## src/rtl/calc_window_stats_pkg.sv

```systemverilog
// Shared types and saturating-add helper for the window statistics block
// and its data_select producer.
package calc_pkg;

  typedef enum logic {
    ACCUM = 1'b0,
    HOLD  = 1'b1
  } state_t;

  localparam int DEFAULT_DATA_W = 9;

  // Widest sum the helper can clamp; the accumulator width must stay below this.
  localparam int SAT_MAX_W = 32;

  typedef struct packed {
    logic signed [SAT_MAX_W-1:0] sum;
    logic                        ovf;
  } sat_res_t;

  // Adds two sign-extended w-bit values and clamps to the w-bit signed range.
  // The true sign lives in bit w of the (w+1)-bit intermediate, so a mismatch
  // between bits w and w-1 means the w-bit result wrapped.
  function automatic sat_res_t sat_add(input logic signed [SAT_MAX_W-1:0] a,
                                       input logic signed [SAT_MAX_W-1:0] b,
                                       input logic [5:0]                  w);
    logic signed [SAT_MAX_W:0]   full;
    logic signed [SAT_MAX_W-1:0] lim;
    sat_res_t                    res;
    full          = {a[SAT_MAX_W-1], a} + {b[SAT_MAX_W-1], b};
    lim           = '0;
    lim[w - 6'd1] = 1'b1;
    res.ovf       = full[w] ^ full[w - 6'd1];
    if (!res.ovf) begin
      res.sum = full[SAT_MAX_W-1:0];
    end else if (full[w]) begin
      res.sum = -lim;
    end else begin
      res.sum = lim - 32'sd1;
    end
    return res;
  endfunction

endpackage

```

## src/rtl/calc_window_stats_sat_acc.sv

```systemverilog
// Saturating signed accumulator with sticky overflow; exposes the value it
// would hold after adding the current sample so the window total can be captured.
module calc_sat_acc
  import calc_pkg::*;
#(
  parameter int DATA_W = DEFAULT_DATA_W,
  parameter int SUM_W  = 16
) (
  input  logic                     clk,
  input  logic                     rst_n,
  input  logic                     i_clear,
  input  logic                     i_en,
  input  logic                     i_flush,
  input  logic signed [DATA_W-1:0] i_data,
  output logic signed [SUM_W-1:0]  o_sum_nxt,
  output logic                     o_ovf_nxt
);

  logic signed [SUM_W-1:0] r_sum;
  logic                    r_ovf;
  sat_res_t                w_res;

  always_comb begin
    w_res     = sat_add(SAT_MAX_W'(r_sum), SAT_MAX_W'(i_data), 6'(SUM_W));
    o_sum_nxt = w_res.sum[SUM_W-1:0];
    o_ovf_nxt = r_ovf | w_res.ovf;
  end

  // A flush returns to zero instead of keeping the total, so the next
  // window starts clean without a separate load path.
  // NOTE: sequential state uses <= so every flop samples pre-edge values.
  always_ff @(posedge clk or negedge rst_n) begin
    if (!rst_n) begin
      r_sum <= '0;
      r_ovf <= 1'b0;
    end else if (i_clear || (i_en && i_flush)) begin
      r_sum <= '0;
      r_ovf <= 1'b0;
    end else if (i_en) begin
      r_sum <= o_sum_nxt;
      r_ovf <= o_ovf_nxt;
    end
  end

endmodule

```

## src/rtl/calc_window_stats.sv

```systemverilog
// Collects WIN_LEN signed samples and presents saturated sum, min and max
// through a single held result slot with valid/ready handshakes on both sides.
module calc_window_stats
  import calc_pkg::*;
#(
  parameter int DATA_W  = DEFAULT_DATA_W,
  parameter int WIN_LEN = 8,
  parameter int SUM_W   = 16
) (
  input  logic                     clk,
  input  logic                     rst_n,
  input  logic                     clear,
  input  logic                     in_valid,
  input  logic signed [DATA_W-1:0] in_data,
  output logic                     in_ready,
  output logic                     out_valid,
  input  logic                     out_ready,
  output logic signed [SUM_W-1:0]  out_sum,
  output logic signed [DATA_W-1:0] out_min,
  output logic signed [DATA_W-1:0] out_max,
  output logic                     out_ovf
);

  localparam int               CNT_W = $clog2(WIN_LEN);
  localparam logic [CNT_W-1:0] LAST  = CNT_W'(WIN_LEN - 1);

  state_t                  r_state;
  state_t                  w_state_nxt;
  logic [CNT_W-1:0]        r_count;
  logic signed [DATA_W-1:0] r_min;
  logic signed [DATA_W-1:0] r_max;
  logic signed [SUM_W-1:0] r_out_sum;
  logic signed [DATA_W-1:0] r_out_min;
  logic signed [DATA_W-1:0] r_out_max;
  logic                    r_out_ovf;

  logic                     w_take;
  logic                     w_xfer;
  logic                     w_last;
  logic                     w_first;
  logic signed [DATA_W-1:0] w_min_nxt;
  logic signed [DATA_W-1:0] w_max_nxt;
  logic signed [SUM_W-1:0]  w_sum_nxt;
  logic                     w_ovf_nxt;

  // clear discards any sample offered alongside it.
  assign w_take    = in_valid && in_ready && !clear;
  assign w_xfer    = out_valid && out_ready;
  assign w_last    = w_take && (r_count == LAST);
  assign w_first   = (r_count == '0);
  assign w_min_nxt = (w_first || (in_data < r_min)) ? in_data : r_min;
  assign w_max_nxt = (w_first || (in_data > r_max)) ? in_data : r_max;

  calc_sat_acc #(
    .DATA_W (DATA_W),
    .SUM_W  (SUM_W)
  ) u_acc (
    .clk       (clk),
    .rst_n     (rst_n),
    .i_clear   (clear),
    .i_en      (w_take),
    .i_flush   (w_last),
    .i_data    (in_data),
    .o_sum_nxt (w_sum_nxt),
    .o_ovf_nxt (w_ovf_nxt)
  );

  always_ff @(posedge clk or negedge rst_n) begin
    if (!rst_n) begin
      r_state <= ACCUM;
    end else begin
      r_state <= w_state_nxt;
    end
  end

  // NOTE: defaulting every output first keeps this block free of latches.
  always_comb begin
    w_state_nxt = r_state;
    if (clear) begin
      w_state_nxt = ACCUM;
    end else begin
      case (r_state)
        ACCUM:   if (w_last) w_state_nxt = HOLD;
        HOLD:    if (w_xfer && !w_last) w_state_nxt = ACCUM;
        default: w_state_nxt = ACCUM;
      endcase
    end
  end

  // While holding, a sample may enter only if the held result leaves this cycle.
  always_comb begin
    in_ready  = 1'b1;
    out_valid = 1'b0;
    if (r_state == HOLD) begin
      in_ready  = out_ready;
      out_valid = 1'b1;
    end
  end

  always_ff @(posedge clk or negedge rst_n) begin
    if (!rst_n) begin
      r_count <= '0;
      r_min   <= '0;
      r_max   <= '0;
    end else if (clear || w_last) begin
      r_count <= '0;
      r_min   <= '0;
      r_max   <= '0;
    end else if (w_take) begin
      r_count <= r_count + 1'b1;
      r_min   <= w_min_nxt;
      r_max   <= w_max_nxt;
    end
  end

  // Result registers keep their contents across clear; only out_valid drops.
  always_ff @(posedge clk or negedge rst_n) begin
    if (!rst_n) begin
      r_out_sum <= '0;
      r_out_min <= '0;
      r_out_max <= '0;
      r_out_ovf <= 1'b0;
    end else if (w_last) begin
      r_out_sum <= w_sum_nxt;
      r_out_min <= w_min_nxt;
      r_out_max <= w_max_nxt;
      r_out_ovf <= w_ovf_nxt;
    end
  end

  assign out_sum = r_out_sum;
  assign out_min = r_out_min;
  assign out_max = r_out_max;
  assign out_ovf = r_out_ovf;

endmodule

```

## config.mk

```make
export PLATFORM = sky130hd
export DESIGN_NAME = calc_window_stats
export DESIGN_NICKNAME = d
export VERILOG_FILES = /design/src/rtl/calc_window_stats_pkg.sv /design/src/rtl/calc_window_stats_sat_acc.sv /design/src/rtl/calc_window_stats.sv
export SDC_FILE = /design/constraint.sdc
export NUM_CORES = 1
export LEC_CHECK = 0
export ABC_AREA = 1
export BUFFER_PORTS_ARGS = -buffer_cell sky130_fd_sc_hd__buf_2
export CORE_MARGIN = 2
export CORE_UTILIZATION = 35
export DETAILED_ROUTE_END_ITERATION = 12
export PLACE_DENSITY_LB_ADDON = 0.12
export SYNTH_ARGS = -nofsm -noshare
export SYNTH_HDL_FRONTEND = slang
export SYNTH_SLANG_ARGS = --single-unit
```

## constraint.sdc

```tcl
create_clock -name clk -period 2.65 [get_ports clk]
set_input_delay 0.53 -clock clk [delete_from_list [all_inputs] [get_ports clk]]
set_output_delay 0.53 -clock clk [all_outputs]
set_load 0.1 [all_outputs]
```

* After elaboration in Yosys (flattened, before gate mapping)
Cells that the tools add are included.
** Storage, ports and cells
- Word-level logic and storage cells :: 53
- Input port bits :: 14
- Register bits :: 74
- Output and inout port bits :: 37
** Cells by class
- Muxes and demuxes :: 20
- Add/sub/neg operators :: 2
- $lt $le $gt $ge :: 2
- Bitwise logic cells :: 3
- Equality and inequality tests :: 1
- Reductions and logical operators :: 15
** Operator list (count)
- two-way mux 16 bit :: 4
- two-way mux 9 bit :: 6
- adder 16 x 9 -> 17 bit :: 1
- > comparator 9 bit :: 1
- < comparator 9 bit :: 1
- two-way mux 1 bit :: 7
- logical AND 1 bit :: 6
- two-way mux 3 bit :: 2
- logical OR 1 bit :: 4
- nonzero test 2 bit :: 2
- adder 3 x 1 -> 3 bit (second input constant) :: 1
- == test 3 bit (second input constant) :: 1
- logical NOT 3 bit :: 1
- logical NOT 1 bit :: 2
- one-hot mux 1 bit (2 select lines) :: 1
- NOT 1 bit :: 1
- bitwise OR 1 bit :: 1
- bitwise XOR 1 bit :: 1

* Depth between registers and ports, before layout
Gate-level depths: netlist of run 1.
- Word-level depth :: 9
- Gate-level depth with buffers :: 18
- Gate-level depth less buffers :: 17

* Modules after synthesis
From an unflattened synthesis of run 1, not the netlist that was laid out.
** Second synthesis, totals
- Cells, all modules :: 672
- Area, all modules :: 4874.7 um^2
** Modules (own cells, without submodules)
- calc_window_stats :: area an instance 3128.0 um^2, seq. area each 1426.4 um^2, times used 1, cells each 403
- calc_sat_acc :: area an instance 1746.7 um^2, seq. area each 425.4 um^2, times used 1, cells each 269

* Worst setup path before layout of run 1
OpenSTA, ideal clock, no wires.
- Kind :: reg-to-reg
- Start :: reg r_state
- End :: reg r_out_max[2], in the netlist out_max[2]
- Data arrival time :: 2897 ps
- Library setup time :: 120 ps
- Buffers on the path :: 1
- Stages on the path, launching flop included :: 9
- Setup slack :: -366 ps
- Cells stage by stage :: dfrtp_1 nand2_1 nand2_1 inv_1 nand3_1 clkinv_1 clkbuf_1 nand3_1 nand2_1
** Between the ends
- Word-level cells in the longest chain between the ends :: 4
** RTL lines
- start, declared :: line calc_window_stats.sv:27 : state_t r_state;
- start signal, assigned :: line calc_window_stats.sv:72 : r_state <= w_state_nxt;
- two-way mux 1 bit :: line calc_window_stats.sv:94 : if (r_state == HOLD) begin
- via in_ready :: line calc_window_stats.sv:15 : output logic in_ready,
- logical AND 1 bit (2 in a row) :: line calc_window_stats.sv:47 : assign w_take = in_valid && in_ready && !clear;
- logical AND 1 bit :: line calc_window_stats.sv:49 : assign w_last = w_take && (r_count == LAST);
- end signal, assigned :: line calc_window_stats.sv:126 : r_out_max <= w_max_nxt;
- end, declared :: line calc_window_stats.sv:34 : logic signed [DATA_W-1:0] r_out_max;
The timed path passes the listed nets, and every way through them passes these cells.
A chain may end at the register's enable or synchronous reset.

* Worst setup path after layout of run 1
- Start :: reg u_acc.r_sum[0]
- End :: reg u_acc.r_sum[2]
** Between the ends
- Word-level cells in the longest chain between the ends :: 5
- Elaborated cells on any way between the ends :: 6
- Those cells by class :: add/sub: 1; mux: 4; bitwise: 1
** RTL lines
- start, declared :: line calc_window_stats_sat_acc.sv:19 : logic signed [SUM_W-1:0] r_sum;
- start signal, assigned :: line calc_window_stats_sat_acc.sv:40 : r_sum <= o_sum_nxt;
- adder 16 x 9 -> 17 bit * :: line calc_window_stats_pkg.sv:29 : full = {a[SAT_MAX_W-1], a} + {b[SAT_MAX_W-1], b};
- two-way mux 16 bit or bitwise XOR 1 bit (tied branches) :: line calc_window_stats_pkg.sv:35, calc_window_stats_pkg.sv:32
- two-way mux 16 bit * :: line calc_window_stats_pkg.sv:33 : if (!res.ovf) begin
- two-way mux 16 bit * :: line calc_window_stats_sat_acc.sv:39 : end else if (i_en) begin
- two-way mux 16 bit * :: line calc_window_stats_sat_acc.sv:36 : end else if (i_clear || (i_en && i_flush)) begin
Mark *: on every way between the ends. The rest lies on a longest branch, timed or not. The select of a mux whose other input is x is not followed.

==> results.md, run 1 <==
- Clock root buffer: clkbuf_16
- # setup viols final: 0
- Final Hold Fails: 0
- Gr usage total: 18.3%
- Routed Antenna Nets: 0
- End point of the critical path: u_acc.r_sum[2]$_DFFE_PN0P_
- Most common library cell in the layout ignoring fill and taps: nand2_1
- Placed cell count: 855
- Bufs on Longest Clock Path: 2
- Largest net degree at the start of global routing: 45
- Final WL: 11.9 mm
- Register area share after synthesis: 39.6%
- Max VDD drop: 0.258 mV
- Static Leak: 0.00316 uW
- DP Wirelength: 8.90 mm
- Post-CTS Hold Buffers: 0
- Crit share post-route: 84.1%
- Fillers: 1398
- Pre-antenna DRT Iters: 6
- Critical Path AT: 2.46 ns
- Vias per cell: 4.82
- Most frequent cells in the layout: nand2_1, dfrtp_1, nand3_1, inv_1, buf_2
- Syn avg cell area: 7.42 sq um
- Hold Path Class: in -> async
- Initial antenna violation count: 0
- Routed len/inst: 13.7 um
- Area of the multi-input gates: 0.00249 sq mm
- CP Capture Type: flip-flop
- Die height: 120 um
- DRC violation count after routing: 0
- Worst-path clk slew: 0.06 ns
- Max-Cap Viols: 0
- Worst-margin pin slew: 0.595 ns
- Syn nets: 682
- First-pass GRT wire length: 20.9 mm
- Post_cts resized: 0
- P&R area growth vs syn: 17.3%
- Crit. Startpoint: u_acc.r_sum[0]$_DFFE_PN0P_
- Die Wd: 120 um
- TNS Setup: 0 ns
- Met2 usage: 30.3%
- Vias: 4194
- DIE AREA: 0.0143 sq mm
- Reg-to-reg startpoint: u_acc.r_sum[0]$_DFFE_PN0P_
- PortBufs: 50
- Sink Count: 74
- RSZ-0062 raised after global routing: false
- Cell Area, Synth: 0.00468 sq mm
- Final Max Tran Viols: 0
- R2r setup slk: 0.42 ns
- TritonCTS clock tree: done
- Critical path type: reg -> reg
- Type of origin of the critical path: flip-flop
- Syn Inst Count: 631
- GRT met1 Usage: 23.2%
- # nets final: 741
- P per Cell Area: 723 mW/mm^2
- Placer Congestion: 0.876
- Cell variety after synth: 35
- DRC marker count from the first detailed-route iteration: 186
- Share of cells above drive strength 1: 17.8%
- CTS H-tree lvls: 3
- Worst reg2reg endpoint: u_acc.r_sum[2]$_DFFE_PN0P_
- Critical Path Fanout Max: 17
- CORE AREA: 0.0131 sq mm
- Starting density of the core: 35.6%
- Register area: 0.00185 sq mm
- Setup bufs post-CTS: 0
- Met3 Resource Use GR: 3.90%
- Cell Count, Final, Fillers Out: 871
- Max Clk Rate: 449 MHz
- Final core occ: 41.8%
- Worst path required time: 2.88 ns
- Grt ovf: 0
- Number of global-route vias before repair: 4420
- Slew HR: 60.3%
- Synthesized flop and latch total: 74
- R2R depth: 17
- Final min period: 2.23 ns
- # diodes: 0
- Worst-Skew Late Latency: 0.34 ns
- I/O pins: 51
- CTS Buf Count: 9
- Yosys warnings: 0
- GR peak layer: met2
- Clk_skew: 0.00797 ns
- Row cnt: 42
- Status: complete, no violations
==> cells by family (layout without fill, tap and decap cells) <==
group           count (synthesis)  after routing  synth area share, %
compound gates                 45             45                 5.45
simple gates                  381            381                 35.6
fa+ha+maj                      37             37                 10.0
buf+inv                        84            148                 7.46
flops                          74             74                 39.6
xor+xnor                       10             10                 1.87
==> per-stage QoR <==
step           total power [uW]  hold WS (ns)  setup slack, ns  area [sq um]
2_1_floorplan              2410         0.234            0.326          4690
3_3_place_gp               2720         0.460            0.139          5190
3_5_place_dp               2740         0.460           0.0855          5190
4_1_cts                    4010         0.203            0.402          5490
5_1_grt                    4280         0.227            0.135          5490
6_report                   3970         0.185            0.421          5490
==> synthesized netlist by cell type <==
| library cell | instances | share of area (%) |
|---|---|---|
| a21oi_2 | 2 | 0.37 |
| a21o_1 | 1 | 0.16 |
| ha_1 | 36 | 9.6 |
| o211ai_1 | 1 | 0.16 |
| nand2_2 | 31 | 4.1 |
| nand3_1 | 68 | 7.3 |
| buf_12 | 1 | 0.43 |
| xnor2_1 | 3 | 0.56 |
| clkinv_1 | 1 | 0.080 |
| dfrtp_1 | 74 | 40 |
| inv_1 | 65 | 5.2 |
| buf_2 | 2 | 0.21 |
| buf_4 | 2 | 0.32 |
| and2_1 | 1 | 0.13 |
| nand3_2 | 2 | 0.43 |
| nand4_1 | 2 | 0.27 |
| nor2_1 | 19 | 1.5 |
| o21ai_0 | 18 | 1.9 |
| a21oi_1 | 16 | 1.7 |
| nor3_1 | 3 | 0.32 |
| o21ai_2 | 1 | 0.19 |
| nand3b_1 | 3 | 0.48 |
| nand2_1 | 247 | 20 |
| clkbuf_1 | 10 | 0.80 |
| buf_6 | 1 | 0.24 |
| o21a_1 | 2 | 0.32 |
| nor3_2 | 2 | 0.43 |
| xor2_1 | 7 | 1.3 |
| nand4_4 | 1 | 0.45 |
| inv_2 | 2 | 0.16 |
| o21bai_1 | 3 | 0.48 |
| fa_1 | 1 | 0.43 |
| or2_1 | 1 | 0.13 |
| nand2_4 | 1 | 0.24 |
| a31oi_1 | 1 | 0.13 |
==> layout make-up <==
| type | instances | share of cell area [%] |
|---|---|---|
| Tap cell | 176 | 4.01 |
| Sequential cell | 74 | 33.7 |
| Clock buffer | 10 | 4.35 |
| Inverter | 68 | 4.65 |
| Multi-Input combinational cell | 473 | 45.3 |
| Timing Repair Buffer | 64 | 6.74 |
| Clock inverter | 6 | 1.21 |
==> power by group <==
part           switching, uW  internal (uW)  leakage [uW]
registers               58.7           1230       0.00101
clock network            497            754      0.000141
logic                    938            493       0.00201
==> worst min path at each step <==
stage | from | slack (ns) | to
6_report | rst_n | 0.19 | out_min[3]$_DFFE_PN0P_
2_1_floorplan | rst_n | 0.23 | out_max[0]$_DFFE_PN0P_
3_3_place_gp | out_min[2]$_DFFE_PN0P_ | 0.46 | out_min[2]$_DFFE_PN0P_
4_1_cts | rst_n | 0.20 | out_min[3]$_DFFE_PN0P_
5_1_grt | rst_n | 0.23 | out_min[1]$_DFFE_PN0P_
3_5_place_dp | out_max[2]$_DFFE_PN0P_ | 0.46 | out_max[2]$_DFFE_PN0P_
==> layer usage <==
layer | wire (um) | vias up
met2 | 5770 | 70
met3 | 415 | 19
li1 | - | 2115
met4 | 297 | 0
met1 | 5460 | 1990
met5 | 0 | -
==> critical path, cell delays in order (launching register included) <==
cell and delay (ns):
dfrtp_1 0.35, ha_1 0.16, inv_1 0.05, fa_1 0.38, inv_1 0.07, nand2_1 0.06, nand2_1 0.08, nand3_1 0.08
nand2_2 0.11, nand2_2 0.07, nand2_2 0.07, nand2_2 0.07, nand2_2 0.09, nand2_4 0.16, nand3_1 0.12, nand2_1 0.08
nand2_1 0.06, nand2_1 0.05
==> registers in the layout, indices dropped and copies added (netlist names), 3 cells and up <==
register / cells
r_count: 3
out_max: 9
u_acc.r_sum: 16
r_min: 9
out_sum: 16
out_min: 9
r_max: 9
(Power assumes the default switching activity.)
==> run 2: changes to the inputs <==
clock period = 2.2 ns   (was 2.65 ns; I/O delays follow)
==> run 2 against run 1 <==
Register-to-register slack lost 0.29 ns. Critical endpoint is now out_sum[2]$_DFFE_PN0P_. Critical path depth unchanged. Largest cell class unchanged. The flow now finishes with violations (hold timing). Critical path type unchanged. Hold slack got worse by 0.19 ns. Final cell count up 5.3%. Combinational power increased by 55%. Clock power rose by 41%.
==> results.md, run 2 (synthesis gave the netlist of run 1 again) <==
- Post-CTS Hold Buffers: 0 (unchanged)
- Cell Count, Final, Fillers Out: 917 (+5.3%)
- Crit. Startpoint: u_acc.r_sum[0]$_DFFE_PN0P_
- Reg-to-reg startpoint: u_acc.r_sum[0]$_DFFE_PN0P_
- Placed cell count: 899 (+5.1%)
- GRT met1 Usage: 23.0% (-0.28 points)
- GR peak layer: met2
- DP Wirelength: 9.17 mm (+3.0%)
- Max-Cap Viols: 0 (unchanged)
- Final Max Tran Viols: 0 (unchanged)
- Most common library cell in the layout ignoring fill and taps: nand2_1
- I/O pins: 51 (unchanged)
- Worst path required time: 2.43 ns (-0.45 ns)
- Number of global-route vias before repair: 4536 (+2.6%)
- # diodes: 0 (unchanged)
- CTS Buf Count: 9 (unchanged)
- Starting density of the core: 35.6% (unchanged)
- DRC violation count after routing: 0 (unchanged)
- DIE AREA: 0.0143 sq mm (unchanged)
- Slowest-stage cell, CP: dfrtp_1
- Initial antenna violation count: 0 (unchanged)
- Gr usage total: 18.7% (+0.33 points)
- Met3 Resource Use GR: 2.61% (-1.3 points)
- Row cnt: 42 (unchanged)
- Sink Count: 74 (unchanged)
- # setup viols final: 0 (unchanged)
- Worst reg2reg endpoint: out_sum[2]$_DFFE_PN0P_
- Critical path type: reg -> reg
- Status: finished, violations left
- Grt ovf: 0 (unchanged)
- Critical Path Fanout Max: 5 (-12)
- CP Capture Type: flip-flop
- Final Hold Fails: 1 (+1)
- CTS H-tree lvls: 3 (unchanged)
- Clk_skew: 0.0106 ns (+0.00268 ns)
- Die Wd: 120 um (unchanged)
- Largest net degree at the start of global routing: 50 (+11%)
- DRC marker count from the first detailed-route iteration: 191 (+2.7%)
- Die height: 120 um (unchanged)
- P&R area growth vs syn: 30.0%
- Routed Antenna Nets: 0 (unchanged)
- Vias: 4378 (+4.4%)
- Crit-path max cell delay: 0.35 ns (-0.03 ns)
- Area of the multi-input gates: 0.00266 sq mm (+6.7%)
- Fillers: 1375 (-1.6%)
- Bufs on Longest Clock Path: 2 (unchanged)
- PortBufs: 50 (unchanged)
- Critical Path AT: 2.30 ns (-0.16 ns)
- Register area: 0.00185 sq mm (unchanged)
- Worst-path clk slew: 0.06 ns (about the same)
- TNS Setup: 0 ns (unchanged)
- Crit share post-route: 94.0% (+9.9 points)
- Failing checks: hold timing
- P per Cell Area: 908 mW/mm^2 (+26%)
- TritonCTS clock tree: done
- Final WL: 12.4 mm (+3.5%)
- RSZ-0062 raised after global routing: true
- Worst path bufs/invs: 2 (unchanged)
- Worst-Skew Late Latency: 0.35 ns (about the same)
- Pre-antenna DRT Iters: 4 (-2)
- Routed len/inst: 13.5 um (-1.7%)
- Most frequent cells in the layout: nand2_1, dfrtp_1, nand3_1, inv_1, buf_4
- R2R depth: 17 (unchanged)
- Max VDD drop: 0.385 mV (+49%)
- Vias per cell: 4.77 (-0.85%)
- Crit path max-delay family: simple AND/OR/NAND/NOR gates
- First-pass GRT wire length: 21.1 mm (+0.69%)
- R2r setup slk: 0.13 ns (-0.29 ns)
- CORE AREA: 0.0131 sq mm (unchanged)
- Share of cells above drive strength 1: 25.4% (+7.5 points)
- Static Leak: 0.00346 uW (+9.5%)
- CP Cell Sequence: ha_2, inv_2, fa_2, inv_2, nand2_2, nand2_2, nand3_2, nand2_2, nand2_2, nand2_2, nand2_4, nand2_8, nand2_8, nand3_1, nand2_1, nand2_1, nand2_1
- Worst-margin pin slew: 0.490 ns (-0.106 ns)
- # nets final: 787 (+6.2%)
- Clock root buffer: clkbuf_16
- Placer Congestion: 0.854 (-2.4%)
- Max Clk Rate: 484 MHz (+7.8%)
- Hold Path Class: in -> async
- Slew HR: 67.6% (+7.3 points)
- Met2 usage: 31.5% (+1.3 points)
- Crit path top cell by count: nand2_2
- Final min period: 2.07 ns (-0.162 ns)
- Final hold slack: -0.00343 ns (-0.189 ns)
- Type of origin of the critical path: flip-flop
==> run 2: changes by cell type in the layout (fill, tap and decap cells not counted), moves of 4 or more <==
cell / change
buf_12: +4
buf_4: +40
ha_1: -4
nand2_1: -4
nand2_4: +4
nand3_1: -4
==> run 2: worst max path at each step <==
stage	endpoint	slack (ns)	depth (start not counted)
after floorplan	out_sum[4]$_DFFE_PN0P_	0.06	18
after global placement	out_sum[4]$_DFFE_PN0P_	-0.19	18
after detailed placement	out_sum[2]$_DFFE_PN0P_	-0.22	18
after CTS	out_sum[4]$_DFFE_PN0P_	0.001	17
after global routing	out_sum[11]$_DFFE_PN0P_	-0.02	17
final	out_sum[2]$_DFFE_PN0P_	0.13	17
==> run 2: per-stage QoR <==
| step | setup WS (ns) | hold slack (ns) | power, uW | instance area [sq um] | util, % |
|---|---|---|---|---|---|
| finish | 0.133 | -0.00343 | 5530 | 6090 | 46.3 |
| global route | -0.0202 | 0.0255 | 5920 | 6090 | 46.3 |
| CTS | 0.00106 | 0.00360 | 5420 | 5940 | 45.2 |
| global placement | -0.189 | 0.374 | 3590 | 5570 | 42.4 |
| detailed placement | -0.217 | 0.380 | 3610 | 5570 | 42.4 |
| floorplan | 0.0648 | 0.144 | 2900 | 4690 | - |
==> run 2: layout make-up <==
cell class / count / area share (%)
clock buffers: 11 / 4.15
clock inverters: 5 / 1.64
inverters: 68 / 4.19
multi-input cells: 475 / 43.6
flip-flops and latches: 74 / 30.4
well taps: 176 / 3.62
repair buffers: 108 / 12.3
==> run 2: worst reg2reg max path, cell delays in order (launching register included) <==
cell	delay [ns]
dfrtp_1	0.35
ha_2	0.19
inv_2	0.04
fa_2	0.34
inv_2	0.06
nand2_2	0.05
nand2_2	0.08
nand3_2	0.06
nand2_2	0.07
nand2_2	0.08
nand2_2	0.08
nand2_4	0.08
nand2_8	0.13
nand2_8	0.09
nand3_1	0.08
nand2_1	0.06
nand2_1	0.06
nand2_1	0.05
==> run 2: per-layer routing <==
metal	vias up	share of wire, %	routed length (um)
met5	-	0	0
met4	0	3.3	410
met3	24	2.5	306
met2	63	49	6110
met1	2077	45	5530
li1	2214	-	-
==> run 2: power breakdown <==
part	internal, uW	total, uW	leakage (uW)	switching (uW)
clock	1170	1760	0.000176	591
combinational	931	2220	0.00228	1280
sequential	1480	1550	0.00101	74.4
==> run 2: repair_timing <==
action	CTS	global route
endpoints found under the hold margin	0	0
pin swaps	0	10
resized for setup	1	25
setup buffers	0	0
gates cloned	0	2
endpoints found under the setup margin	8	34
